===== src/rtl/q_twos_to_signmag.sv =====
// Converts double-width two's-complement Q(2N,2Q) values to N-bit sign-magnitude Q(N,Q).
// Two-stage valid/ready pipeline with round-half-away-from-zero, saturation and a saturation event counter.
module q_twos_to_signmag #(
  parameter int Q     = 15,
  parameter int N     = 32,
  parameter int CNT_W = 16
) (
  input  logic             clk,
  input  logic             rst_n,
  input  logic             in_valid,
  output logic             in_ready,
  input  logic [2*N-1:0]   in_data,
  output logic             out_valid,
  input  logic             out_ready,
  output logic [N-1:0]     out_data,
  output logic             out_sat,
  input  logic             sat_clr,
  output logic [CNT_W-1:0] sat_count,
  output logic             sat_sticky
);

  localparam int W2 = 2 * N;

  logic             r_s1_valid;
  logic             r_s1_sign;
  logic             r_s1_minneg;
  logic [W2-1:0]    r_s1_mag;
  logic             r_s2_valid;
  logic [N-1:0]     r_out_data;
  logic             r_out_sat;
  logic [CNT_W-1:0] r_sat_count;
  logic             r_sat_sticky;

  logic             w_s1_adv;
  logic             w_s2_adv;
  logic             w_in_sign;
  logic [W2-1:0]    w_in_mag;
  logic             w_in_minneg;
  logic             w_round;
  logic [W2:0]      w_r;
  logic             w_ovf;
  logic             w_sat;
  logic [N-2:0]     w_mag_o;
  logic [N-1:0]     w_out;
  logic             w_sat_evt;

  // A stage may load when it is empty or the stage after it is moving.
  assign w_s2_adv = !r_s2_valid || out_ready;
  assign w_s1_adv = !r_s1_valid || w_s2_adv;
  assign in_ready = w_s1_adv;

  assign w_in_sign   = in_data[W2-1];
  assign w_in_mag    = w_in_sign ? ((~in_data) + W2'(1)) : in_data;
  assign w_in_minneg = (in_data == {1'b1, {(W2-1){1'b0}}});

  generate
    if (Q == 0) begin : g_no_round
      assign w_round = 1'b0;
    end else begin : g_round
      assign w_round = r_s1_mag[Q-1];
    end
  endgenerate

  // Rounding on the magnitude gives round-half-away-from-zero for the signed value.
  assign w_r     = ({1'b0, r_s1_mag} >> Q) + {{W2{1'b0}}, w_round};
  assign w_ovf   = |w_r[W2:N-1];
  assign w_sat   = r_s1_minneg || w_ovf;
  assign w_mag_o = w_sat ? {(N-1){1'b1}} : w_r[N-2:0];
  assign w_out   = {r_s1_sign && (|w_mag_o), w_mag_o};

  assign w_sat_evt = r_s2_valid && out_ready && r_out_sat;

  // NOTE: stage-1 payload is qualified by r_s1_valid, so it carries no reset.
  always_ff @(posedge clk) begin
    if (w_s1_adv && in_valid) begin
      r_s1_sign   <= w_in_sign;
      r_s1_mag    <= w_in_mag;
      r_s1_minneg <= w_in_minneg;
    end
  end

  always_ff @(posedge clk) begin
    if (!rst_n) begin
      r_s1_valid   <= 1'b0;
      r_s2_valid   <= 1'b0;
      r_out_data   <= '0;
      r_out_sat    <= 1'b0;
      r_sat_count  <= '0;
      r_sat_sticky <= 1'b0;
    end else begin
      if (w_s1_adv) begin
        r_s1_valid <= in_valid;
      end
      if (w_s2_adv) begin
        r_s2_valid <= r_s1_valid;
        if (r_s1_valid) begin
          r_out_data <= w_out;
          r_out_sat  <= w_sat;
        end
      end
      // Clear wins over a coincident saturated transfer.
      if (sat_clr) begin
        r_sat_count  <= '0;
        r_sat_sticky <= 1'b0;
      end else if (w_sat_evt) begin
        r_sat_sticky <= 1'b1;
        if (r_sat_count != {CNT_W{1'b1}}) begin
          r_sat_count <= r_sat_count + CNT_W'(1);
        end
      end
    end
  end

  assign out_valid  = r_s2_valid;
  assign out_data   = r_out_data;
  assign out_sat    = r_out_sat;
  assign sat_count  = r_sat_count;
  assign sat_sticky = r_sat_sticky;

endmodule

===== config.mk =====
export PLATFORM = sky130hd
export DESIGN_NAME = q_twos_to_signmag
export DESIGN_NICKNAME = d
export VERILOG_FILES = /design/src/rtl/q_twos_to_signmag.sv
export SDC_FILE = /design/constraint.sdc
export NUM_CORES = 1
export LEC_CHECK = 0
export BUFFER_PORTS_ARGS = -buffer_cell sky130_fd_sc_hd__buf_2
export CAP_MARGIN = 20
export CORE_AREA = 2 2 112 114
export CTS_BUF_LIST = sky130_fd_sc_hd__clkbuf_2
export CTS_CLUSTER_SIZE = 40
export DETAILED_ROUTE_END_ITERATION = 12
export DIE_AREA = 0 0 114 116
export PLACE_DENSITY = 0.69
export SLEW_MARGIN = 40
export SYNTH_ARGS = -nofsm -noshare
export SYNTH_HDL_FRONTEND = slang
export SYNTH_SLANG_ARGS = --single-unit

===== constraint.sdc =====
create_clock -name clk -period 7.19 [get_ports clk]
set_clock_uncertainty 0.2 [all_clocks]
set_input_delay 0.3595 -clock clk [delete_from_list [all_inputs] [get_ports clk]]
set_output_delay 0.3595 -clock clk [all_outputs]
set_load 0.02 [all_outputs]

; ---- After elaboration in Yosys (flattened, before gate mapping)
; Index checks and enable logic that the tools add are counted.
[classes]
n_eq_ne = 2
n_mul = 0
addsub = 3
n_bitwise = 2
reduce_logical = 14
n_mux = 2
n_shift = 0
n_lt_le_gt_ge = 0
div = 0
[op_table]
columns = cell, count
row1 = adder 64 x 1 -> 64 bit (second input constant), 1
row2 = equality test 64 bit (second input constant), 1
row3 = inverter 64 bit, 1
row4 = 2-to-1 mux 63 bit, 1
row5 = adder 49 x 1 -> 50 bit, 1
row6 = OR reduction 34 bit, 1
row7 = 2-to-1 mux 31 bit, 1
row8 = OR reduction 31 bit, 1
row9 = adder 16 x 1 -> 16 bit (second input constant), 1
row10 = inequality test 16 bit (second input constant), 1
row11 = logical AND 1 bit, 4
row12 = AND reduction 2 bit, 2
row13 = logical OR 1 bit, 3
row14 = logical NOT 1 bit, 2
row15 = OR reduction 2 bit, 1
row16 = inverter 1 bit, 1
[totals]
elab_cells = 33
mem_bits_ro = 0
latchBits = 0
ramBits = 0
reg_bits = 118
memories = 0

; ---- Longest topological paths before layout
; Gate-level depths: netlist of the first run.
[depth]
word_depth = 6
depth_mapped = 12

; ---- Worst setup path after synthesis of the first run
; Ideal clock, no wire load.
[synth_path]
kind = register to register
from = register r_s1_mag[14]
to = register r_out_data[31], in the netlist out_data[31]
slack_ps = 3864
stages_incl_launch_ff = 11
arrival_ps = 2993
path_cell_list = edfxtp_1 > ha_1 > nand4_4 > nor4_4 > nand4_1 > a211o_1 > or4_1 > or4_1 > buf_2 > nor4_2 > o22ai_1
[synth_between]
elab_chain_cells = 6
[synth_lines]
columns = element, line
row1 = start: declaration, 27  ; logic [W2-1:0] r_s1_mag;
row2 = start signal: assignment, 77  ; r_s1_mag <= w_in_mag;
row3 = adder 49 x 1 -> 50 bit *, 65  ; assign w_r = ({1'b0, r_s1_mag} >> Q) + {{W2{1'b0}}, w_round};
row4 = OR reduction 34 bit, 66  ; assign w_ovf = |w_r[W2:N-1];
row5 = logical OR 1 bit, 67  ; assign w_sat = r_s1_minneg || w_ovf;
row6 = 2-to-1 mux 31 bit *, 68  ; assign w_mag_o = w_sat ? {(N-1){1'b1}} : w_r[N-2:0];
row7 = OR reduction 31 bit *, 69  ; assign w_out = {r_s1_sign && (|w_mag_o), w_mag_o};
row8 = logical AND 1 bit *, 69
row9 = end signal: assignment, 97  ; r_out_data <= w_out;
row10 = end: declaration, 29  ; logic [N-1:0] r_out_data;
; Every way passes the cells marked *; elsewhere a longest branch is shown, timed or not.
; A chain may end at the register's enable or synchronous reset.

; ---- Final worst setup path of the first run
; Same ends and word-level chain as after synthesis.

==> results of run 1 <==
[report_power, final]
part	switching, mW	leakage (nW)	internal (mW)	total, mW
Sequential	0.0398	0.935	0.670	0.709
Clock	0.180	0.0658	0.0822	0.263
Combinational	0.113	1.74	0.103	0.216
[layer usage]
metal  vias to the layer above  share of wire [%]
met1                      2524                 48
met2                       179                 45
li1                       2690                  -
met5                         -                  0
met3                        16                5.1
met4                         0                1.3
[logic make-up after synthesis]
kind of cell | share of synthesized area (%)
AO/OA/AOI/OAI | 12.6
XOR/XNOR | 14.1
adder cells (fa/ha/maj) | 0.636
buffers and inverters | 2.52
AND/OR/NAND/NOR | 24.6
multiplexers | 1.42
flip-flops | 44.1
[final cells by class]
cell class              instances  area share, %
flip-flops and latches        104           35.4
repair buffers                187           17.2
diodes                          1         0.0340
clock buffers                  11          0.748
multi-input cells             502           42.9
well taps                     147           2.50
clock inverters                 5          0.782
inverters                       8          0.408
[synth_stat cells, drive strengths merged, types with 2 or more instances]
cell type / count / area share (%)
xnor2: 73 / 11
nor2: 63 / 4.0
o21ai: 54 / 4.6
dfxtp: 52 / 18
edfxtp: 52 / 26
nand2: 51 / 3.2
a21oi: 39 / 3.3
nand3: 29 / 2.5
nand4: 27 / 3.1
clkbuf: 22 / 1.4
xor2: 22 / 3.3
nor4: 18 / 2.7
nor3: 17 / 1.5
or3: 14 / 1.5
and3: 11 / 1.2
o31ai: 11 / 1.4
inv: 8 / 0.51
or4: 7 / 0.89
buf: 6 / 0.61
nor2b: 6 / 0.64
mux2i: 5 / 0.85
o41ai: 5 / 0.74
a31oi: 4 / 0.42
and4: 4 / 0.59
nand2b: 4 / 0.42
nor3b: 4 / 0.59
or2: 4 / 0.42
and2: 3 / 0.32
ha: 3 / 0.64
mux2: 3 / 0.57
nand3b: 3 / 0.38
o221a: 3 / 0.57
o22ai: 3 / 0.32
a311oi: 2 / 0.30
o211ai: 2 / 0.25
o21a: 2 / 0.25
[through the flow]
step           power [mW]  utilization [%]  cell area, sq um
2_1_floorplan       0.830                -              5900
3_3_place_gp        0.897             55.3              6590
3_5_place_dp        0.904             55.3              6590
4_1_cts              1.19             61.7              7350
5_1_grt              1.25             61.8              7360
6_report             1.19             61.8              7360
[critical path, cell delays in order (launching register included)]
cell and delay (ps):
edfxtp_1 410, ha_1 260, nand4_4 180, nor4_4 680, nand4_1 250, a211o_1 330
or4_1 490, or4_2 1010, nor4_2 350, o22ai_1 120
[worst paths after layout]
path | start | end | depth (start not counted)
setup / recovery | r_s1_mag[14]$_DFFE_PP_ | out_data[31]$_SDFFE_PN0P_ | 9
hold / removal | rst_n | out_valid$_SDFFE_PN0P_ | 2
setup reg to reg | r_s1_mag[14]$_DFFE_PP_ | out_data[31]$_SDFFE_PN0P_ | 9
hold reg to reg | sat_sticky$_SDFFE_PP0P_ | sat_sticky$_SDFFE_PP0P_ | 2
[sequential cells by signal, indices dropped and copies added, names as in the netlist]
| register | cells |
|---|---|
| out_data | 32 |
| out_sat | 1 |
| out_valid | 1 |
| r_s1_mag | 50 |
| r_s1_minneg | 1 |
| r_s1_sign | 1 |
| r_s1_valid | 1 |
| sat_count | 16 |
| sat_sticky | 1 |
[placed cells by master (no fill, tap or decap), types with 3 or more instances in the layout]
cell type        n
or2_2            4
ha_1             3
o21ai_0         53
nand4_1         26
o22ai_1          3
nor3b_1          3
o221a_1          3
clkbuf_2        11
or4_1            6
xor2_1          22
and3_1          11
mux2_2           3
dlygate4sd3_1   65
nor3_1          16
nor4_2           3
xnor2_1         73
o41ai_1          5
nand2b_1         4
dfxtp_1         52
mux2i_1          5
nor4_1          13
and4_1           4
a31oi_1          4
nand3_1         28
nor2b_1          5
a21oi_1         39
inv_1            8
nand3b_1         3
or3_1           14
nand2_1         51
o31ai_1         11
nor2_1          63
buf_2          120
edfxtp_1        52
==> flow_summary_export.csv, run 1 <==
group,metric,value,unit
floorplan,die_w,114,microns
finish,area_growth,24.7,%
sta,slew_viol_final,0,
route,drtPass1Iterations,5,
power,p_leak,2.74,nW
clock_network,cts-root-buf,"clkbuf_2",
yosys,synth_cell_types,50,
worst_hold_path,hold_class,"in2reg",
worst_setup_path,ff2ff_setup_slack,2820,ps
yosys,synth_enable_flop_cells,52,
sta,timing.slew.headroom,48.5,%
placement,portBuffers,120,
sta,clock.fmax,229,MHz
yosys,syn_nets,714,
clock_network,cts_sinks,104,
sta,fin_setup_tns,0,ps
placement,dp_hpwl,10.2,mm
yosys,synth.cell_area,0.00590,sq mm
floorplan,die_h,116,microns
clock_network,cts_tree,"built",
clock_network,cts_hold_buf,65,
grt,antenna_found_initial,1,
finish,multi_input_area,0.00316,sq mm
power,peakVddDrop,0.0670,mV
floorplan,core_area,0.0119,sq mm
run_status,outcome,"completed",
clock_network,clk_pin_slew,250,ps
yosys,synth-seq-cells,104,
clock_network,clk_latency,570,ps
clock_network,cts_setup_buffers,0,
route,drt-wirelength-per-cell,14.6,microns
clock_network,clockBufferDepth,2,
grt,grt_util_met1,30.2,%
placement,place_congestion,0.886,
sta,post-route-period-util,60.8,%
route,dr_total_vias,5409,
finish,layout-drive-gt1-share,19.2,%
sta,setup_violations,0,
floorplan,die_area,0.0132,sq mm
clock_network,cts_max_level,3,
worst_setup_path,cp-start-kind,"register",
yosys,ys_async_sr_fraction,0,%
route,drtIter0Drc,412,
yosys,synth_warnings,0,
grt,grt_max_degree,65,
yosys,ys_seq_area_share,44.1,%
grt,grt.total_usage,21.5,%
power,powerDensity,161,mW/mm^2
route,drc,0,
floorplan,std_cell_rows,40,
finish,nFillCells,1024,
grt,grt_pass1_wl,22.9,mm
yosys,synth_flop_cell,"edfxtp_1",
worst_setup_path,required,7470,ps
placement,place_ws,2810,ps
floorplan,num_io_pins,121,
route,wl,14.1,mm
grt,grt.busiest_layer,"met2",
placement,dp.cells,883,
clock_network,cts_resized,0,
grt,grt_pass1_vias,4877,
finish,fin_cells,965,
worst_setup_path,cp_max_fo,32,
sta,fin_worst_hold_slack,57.9,ps
route,drt-vias-per-instance,5.61,
grt,grt_use_met2,34.2,%
clock_network,numCtsBuffers,9,
finish,layout.nets,884,
worst_setup_path,critPathKind,"reg2reg",
yosys,synth_cells,642,
floorplan,start_util,49.5,%
grt,grt_overflow,0,
sta,rsz0062_at_grt,"no",
route,final_antenna_net_count,0,
flow_run,drv_cap,0,
sta,worst_slew_pin_slew,766,ps
sta,setup_ws,2820,ps
worst_setup_path,crit_arrival,4650,ps
yosys,syn_avg_cell_area,9.19,sq um
finish,seq_area,0.00260,sq mm
sta,hold_violations,0,
worst_setup_path,end_kind,"register",
sta,layout_min_cycle_time,4370,ps
grt,use_met3,3.35,%
(Power assumes the default switching activity.)
==> run 2: changes to the inputs <==
--- a/config.mk
+++ b/config.mk
@@ -12,7 +12,7 @@
 export CTS_CLUSTER_SIZE = 40
 export DETAILED_ROUTE_END_ITERATION = 12
 export DIE_AREA = 0 0 114 116
-export PLACE_DENSITY = 0.69
+export PLACE_DENSITY = 0.72
 export SLEW_MARGIN = 40
 export SYNTH_ARGS = -nofsm -noshare
 export SYNTH_HDL_FRONTEND = slang
==> constraint.sdc (replaced) <==
create_clock -name clk -period 3.7 [get_ports clk]
set_clock_uncertainty 0.2 [all_clocks]
set_input_delay 0.185 -clock clk [delete_from_list [all_inputs] [get_ports clk]]
set_output_delay 0.185 -clock clk [all_outputs]
set_load 0.02 [all_outputs]
==> run 2 against run 1 <==
Cell area grew 4.0%. Sequential power grew 95%. Sequential cell count did not move. Largest power group unchanged.
==> flow_summary_export.csv, run 2 (synthesis results as in run 1) <==
group,metric,value,unit
run_status,outcome,"completed",
finish,fin_cells,992,
clock_network,cts_setup_buffers,0,
power,powerDensity,315,mW/mm^2
finish,mostFrequentLayoutCells,"120 x buf_2, 82 x dlygate4sd3_1, 73 x xnor2_1, 63 x nor2_1, 53 x o21ai_0",
finish,postLayoutCellArea,0.00765,sq mm
floorplan,die_area,0.0132,sq mm
clock_network,cts_sinks,104,
worst_setup_path,required,3830,ps
worst_setup_path,crit_arrival,3680,ps
route,drt-vias-per-instance,5.55,
floorplan,die_w,114,microns
grt,grt_max_degree,53,
sta,layout_min_cycle_time,3560,ps
worst_setup_path,end_kind,"register",
route,drtPass1Iterations,7,
finish,final_common_cell,"buf_2",
floorplan,start_util,49.5,%
worst_setup_path,cp_max_fo,5,
worst_hold_path,hold_class,"in2reg",
clock_network,cts-root-buf,"clkbuf_2",
route,drtIter0Drc,394,
sta,worst_slew_pin_slew,796,ps
sta,fin_setup_tns,0,ps
placement,dp.cells,893,
finish,seq_area,0.00260,sq mm
power,p_leak,2.89,nW
sta,setup_violations,0,
flow_run,drv_cap,0,
sta,hold_violations,0,
clock_network,clk_latency,550,ps
power,seqPwrFrac,57.2,%
worst_setup_path,critPathKind,"in2reg",
worst_setup_path,ff2ff_setup_slack,150,ps
finish,area_growth,29.8,%
grt,grt_overflow,0,
placement,place_congestion,0.880,
power,power_switching,0.662,mW
sta,slew_viol_final,0,
placement,portBuffers,120,
floorplan,die_h,116,microns
power,comb_power_share,18.7,%
worst_setup_path,cp-start-kind,"primary input",
sta,post-route-period-util,96.1,%
floorplan,num_io_pins,121,
finish,layout-drive-gt1-share,20.1,%
floorplan,std_cell_rows,40,
route,drc,0,
grt,grt_pass1_vias,5183,
finish,multi_input_area,0.00317,sq mm
clock_network,cts_tree,"built",
clock_network,clockBufferDepth,2,
route,drt-wirelength-per-cell,14.6,microns
finish,nFillCells,982,
sta,clock.fmax,281,MHz
clock_network,numCtsBuffers,9,
placement,dp_hpwl,10.5,mm
finish,largest_register_ffs,50,
power,peakVddDrop,0.138,mV
finish,regMostFlops,"r_s1_mag",
route,dr_total_vias,5505,
sta,rsz0062_at_grt,"no",
power,p_int,1.75,mW
floorplan,core_area,0.0119,sq mm
finish,layout.nets,911,
sta,timing.slew.headroom,47.0,%
placement,post_dp_cell_area,0.00668,sq mm
clock_network,clk_pin_slew,250,ps
route,wl,14.5,mm
grt,antenna_found_initial,1,
power,clkPwrFrac,24.1,%
power,swShare,27.5,%
grt,grt.total_usage,22.2,%
route,final_antenna_net_count,0,
grt,grt_pass1_wl,23.9,mm
clock_network,cts_max_level,3,
-- run 2: power groups by stage --
stage | Clock (mW) | Sequential, mW | Combinational (mW)
after floorplan | 0 | 1.41 | 0.204
after global placement | 0 | 1.40 | 0.351
after detailed placement | 0 | 1.40 | 0.362
after CTS | 0.591 | 1.38 | 0.444
after global routing | 0.635 | 1.39 | 0.493
final | 0.580 | 1.38 | 0.449
-- run 2: metrics by stage --
| step | power (mW) | utilization, % | hold WS [ps] | setup slack (ps) |
|---|---|---|---|---|
| final | 2.41 | 64.3 | 33.1 | 145 |
| after global routing | 2.52 | 64.3 | 21.8 | 3.74 |
| after CTS | 2.41 | 64.1 | 1.54 | 87.9 |
| after detailed placement | 1.76 | 56.1 | 238 | 130 |
| after global placement | 1.75 | 56.1 | 232 | 215 |
| after floorplan | 1.61 | - | 83.9 | 374 |
-- run 2: per-layer routing --
layer	routed length, microns	GRT usage [%]
met5	0	0
met4	195	7.32
met3	721	2.56
met2	6880	37.4
met1	6690	29.9
-- run 2: area by class of cell --
type | count | area share [%]
well taps | 147 | 2.40
diodes | 1 | 0.0327
clock buffers | 9 | 0.588
clock inverters | 7 | 1.18
repair buffers | 214 | 20.0
flip-flops and latches | 104 | 34.0
inverters | 8 | 0.392
multi-input cells | 502 | 41.5
-- run 2: timing repair --
action,CTS,global route
gates resized for setup,0,4
endpoints found under the hold margin,90,0
endpoints found under the setup margin,0,7
hold buffers,82,0
-- run 2: path summary, 6_finish.rpt --
check | start | end | cells after the start
min reg2reg | sat_sticky$_SDFFE_PP0P_ | sat_sticky$_SDFFE_PP0P_ | 2
max | in_data[33] | r_s1_mag[51]$_DFFE_PP_ | 11
min | in_data[18] | r_s1_mag[19]$_DFFE_PP_ | 4
max reg2reg | r_s1_mag[14]$_DFFE_PP_ | out_data[31]$_SDFFE_PN0P_ | 10
-- run 2: worst max-delay path, stage by stage --
cell and delay, ps:
dlygate4sd3_1 540, buf_2 150, or4_1 570, nor3_2 210
and4_1 250, nand4b_1 180, or2_2 370, or3_1 380
o21ai_0 210, xnor2_1 90, dlygate4sd3_1 550
==> run 3: changes to the inputs <==
--- a/config.mk
+++ b/config.mk
@@ -7,12 +7,12 @@
 export LEC_CHECK = 0
 export BUFFER_PORTS_ARGS = -buffer_cell sky130_fd_sc_hd__buf_2
 export CAP_MARGIN = 20
-export CORE_AREA = 2 2 112 114
+export CORE_AREA = 2 2 110 112
 export CTS_BUF_LIST = sky130_fd_sc_hd__clkbuf_2
 export CTS_CLUSTER_SIZE = 40
 export DETAILED_ROUTE_END_ITERATION = 12
-export DIE_AREA = 0 0 114 116
-export PLACE_DENSITY = 0.72
+export DIE_AREA = 0 0 112 114
+export PLACE_DENSITY = 0.74
 export SLEW_MARGIN = 40
 export SYNTH_ARGS = -nofsm -noshare
 export SYNTH_HDL_FRONTEND = slang
==> run 3 against run 2 <==
Core utilization increased by 1.6 points. Die area fell by 3.4%. Critical endpoint is now r_s1_mag[52]$_DFFE_PP_. Critical path depth did not move. Critical path type unchanged. Largest power group unchanged. Clock power decreased by 12%. Register-to-register slack lost 40 ps.
==> flow_summary_export.csv, run 3 (synthesis results as in run 1) <==
group,metric,value,unit
grt,antenna_found_initial,0,
floorplan,std_cell_rows,40,
power,total_power,2.36,mW
worst_setup_path,critPathKind,"in2reg",
sta,layout_min_cycle_time,3630,ps
worst_setup_path,end_kind,"register",
sta,slew_viol_final,0,
power,swShare,28.3,%
route,dr_total_vias,5700,
floorplan,die_area,0.0128,sq mm
worst_setup_path,cpPeakStageDelay,580,ps
clock_network,numCtsBuffers,9,
worst_setup_path,crit_top_cell,"dlygate4sd3_1",
sta,hold_violations,0,
finish,final_common_cell,"buf_2",
grt,grt.total_usage,24.2,%
finish,layout-drive-gt1-share,20.4,%
grt,use_met3,3.61,%
clock_network,clk_latency,560,ps
finish,fin_cells,1001,
floorplan,die_w,112,microns
sta,clock.fmax,276,MHz
grt,grt_overflow,0,
route,drc,0,
finish,mostFrequentLayoutCells,"120 x buf_2, 85 x dlygate4sd3_1, 73 x xnor2_1, 63 x nor2_1, 53 x o21ai_0",
sta,worst_slew_pin_slew,803,ps
clock_network,cts-root-buf,"clkbuf_2",
route,drt-vias-per-instance,5.69,
floorplan,die_h,114,microns
grt,grt_max_degree,53,
finish,seq_area,0.00260,sq mm
grt,grt_util_met1,31.3,%
clock_network,cts_sinks,104,
worst_setup_path,cp-start-kind,"primary input",
finish,postLayoutCoreUtil,65.9,%
worst_setup_path,crit_arrival,3790,ps
route,wl,15.7,mm
worst_setup_path,cp_max_fo,5,
clock_network,cts_tree,"built",
run_status,outcome,"completed",
sta,setup_violations,0,
power,seqPwrFrac,58.4,%
clock_network,cts_max_level,3,
worst_setup_path,required,3870,ps
power,peakVddDrop,0.184,mV
power,powerDensity,306,mW/mm^2
placement,dp.cells,893,
route,drtPass1Iterations,5,
finish,largest_register_ffs,50,
floorplan,start_util,50.4,%
finish,num_antenna_cells,0,
finish,layout.nets,921,
power,comb_power_share,19.9,%
placement,place_congestion,0.868,
power,p_int,1.69,mW
power,clkPwrFrac,21.7,%
grt,grt.busiest_layer,"met2",
power,p_leak,2.93,nW
route,final_antenna_net_count,0,
finish,regMostFlops,"r_s1_mag",
finish,nFillCells,909,
placement,portBuffers,120,
floorplan,num_io_pins,121,
clock_network,clk_pin_slew,250,ps
worst_setup_path,crit_chain,"dlygate4sd3_1 > buf_2 > or4_1 > nor3_2 > and4_1 > nand4b_1 > or2_2 > or3_1 > o31ai_1 > xnor2_1 > dlygate4sd3_1",
sta,timing.slew.headroom,46.5,%
worst_setup_path,critPathSlowestCell,"or4_1",
power,power_switching,0.666,mW
grt,grt_pass1_wl,25.4,mm
finish,multi_input_area,0.00316,sq mm
grt,grt_use_met2,42.4,%
worst_hold_path,hold_class,"in2reg",
sta,post-route-period-util,98.0,%
route,drt-wirelength-per-cell,15.7,microns
finish,area_growth,30.8,%
grt,grt_pass1_vias,5446,
clock_network,clockBufferDepth,2,
placement,dp_hpwl,10.5,mm
route,drtIter0Drc,485,
flow_run,drv_cap,0,
floorplan,core_area,0.0117,sq mm
==> run 3: changes by cell type in the layout (fill, tap and decap cells not counted), sizes merged <==
cell / before / now
clkinvlp: 1 / 0
diode: 1 / 0
bufinv: 3 / 1
inv: 10 / 11
buf: 132 / 139
dlygate4sd3: 82 / 85
clkbuf: 9 / 11
==> run 3: area by class of cell <==
class	count	share of cell area, %
timing repair buffer	224	21.1
clock buffer	11	0.714
sequential	104	33.7
multi-input combinational	502	41.0
tap	147	2.38
inverter	8	0.389
clock inverter	5	0.633
==> run 3: stage by stage <==
| stage | hold slack [ps] | worst slack [ps] | cell area, sq um | setup TNS [ps] |
|---|---|---|---|---|
| 2_1_floorplan | 83.9 | 374 | 5900 | 0 |
| 3_3_place_gp | 228 | 174 | 6670 | 0 |
| 3_5_place_dp | 234 | 126 | 6700 | 0 |
| 4_1_cts | 1.22 | 97.2 | 7650 | 0 |
| 5_1_grt | 33.6 | -2.37 | 7710 | -4.63 |
| 6_report | 66.4 | 74.5 | 7710 | 0 |
==> run 3: layer usage <==
| metal | up-vias | share of wire, % |
|---|---|---|
| met5 | - | 0 |
| met3 | 38 | 5.5 |
| li1 | 2761 | - |
| met4 | 0 | 2.1 |
| met1 | 2664 | 43 |
| met2 | 237 | 49 |
==> run 3: final timing paths <==
path	startpoint	end	depth (start not counted)	slack [ps]
min reg2reg	sat_sticky$_SDFFE_PP0P_	sat_sticky$_SDFFE_PP0P_	2	260
min	in_data[63]	r_s1_sign$_DFFE_PP_	1	70
max	in_data[33]	r_s1_mag[52]$_DFFE_PP_	11	70
max reg2reg	r_s1_mag[26]$_DFFE_PP_	out_data[31]$_SDFFE_PN0P_	9	110
==> run 3: critical path, delay by kind of cell <==
kind                   cells  cell delay (ps)
AO/OA/AOI/OAI              1              280
XOR/XNOR                   1              100
buffers and inverters      3             1240
AND/OR/NAND/NOR            6             1980
==> run 3: power by group through the flow <==
stage,sequential (mW),combinational [mW],clock [mW]
2_1_floorplan,1.41,0.204,0
3_3_place_gp,1.40,0.349,0
3_5_place_dp,1.40,0.363,0
4_1_cts,1.38,0.449,0.517
5_1_grt,1.39,0.509,0.563
6_report,1.38,0.470,0.511
==> run 3: repair_timing <==
action                                 CTS  global route
hold buffers                            85             0
gates resized for setup                  0             2
setup buffers                            0             7
endpoints found under the hold margin   91             0
setup endpoints to repair                0             8
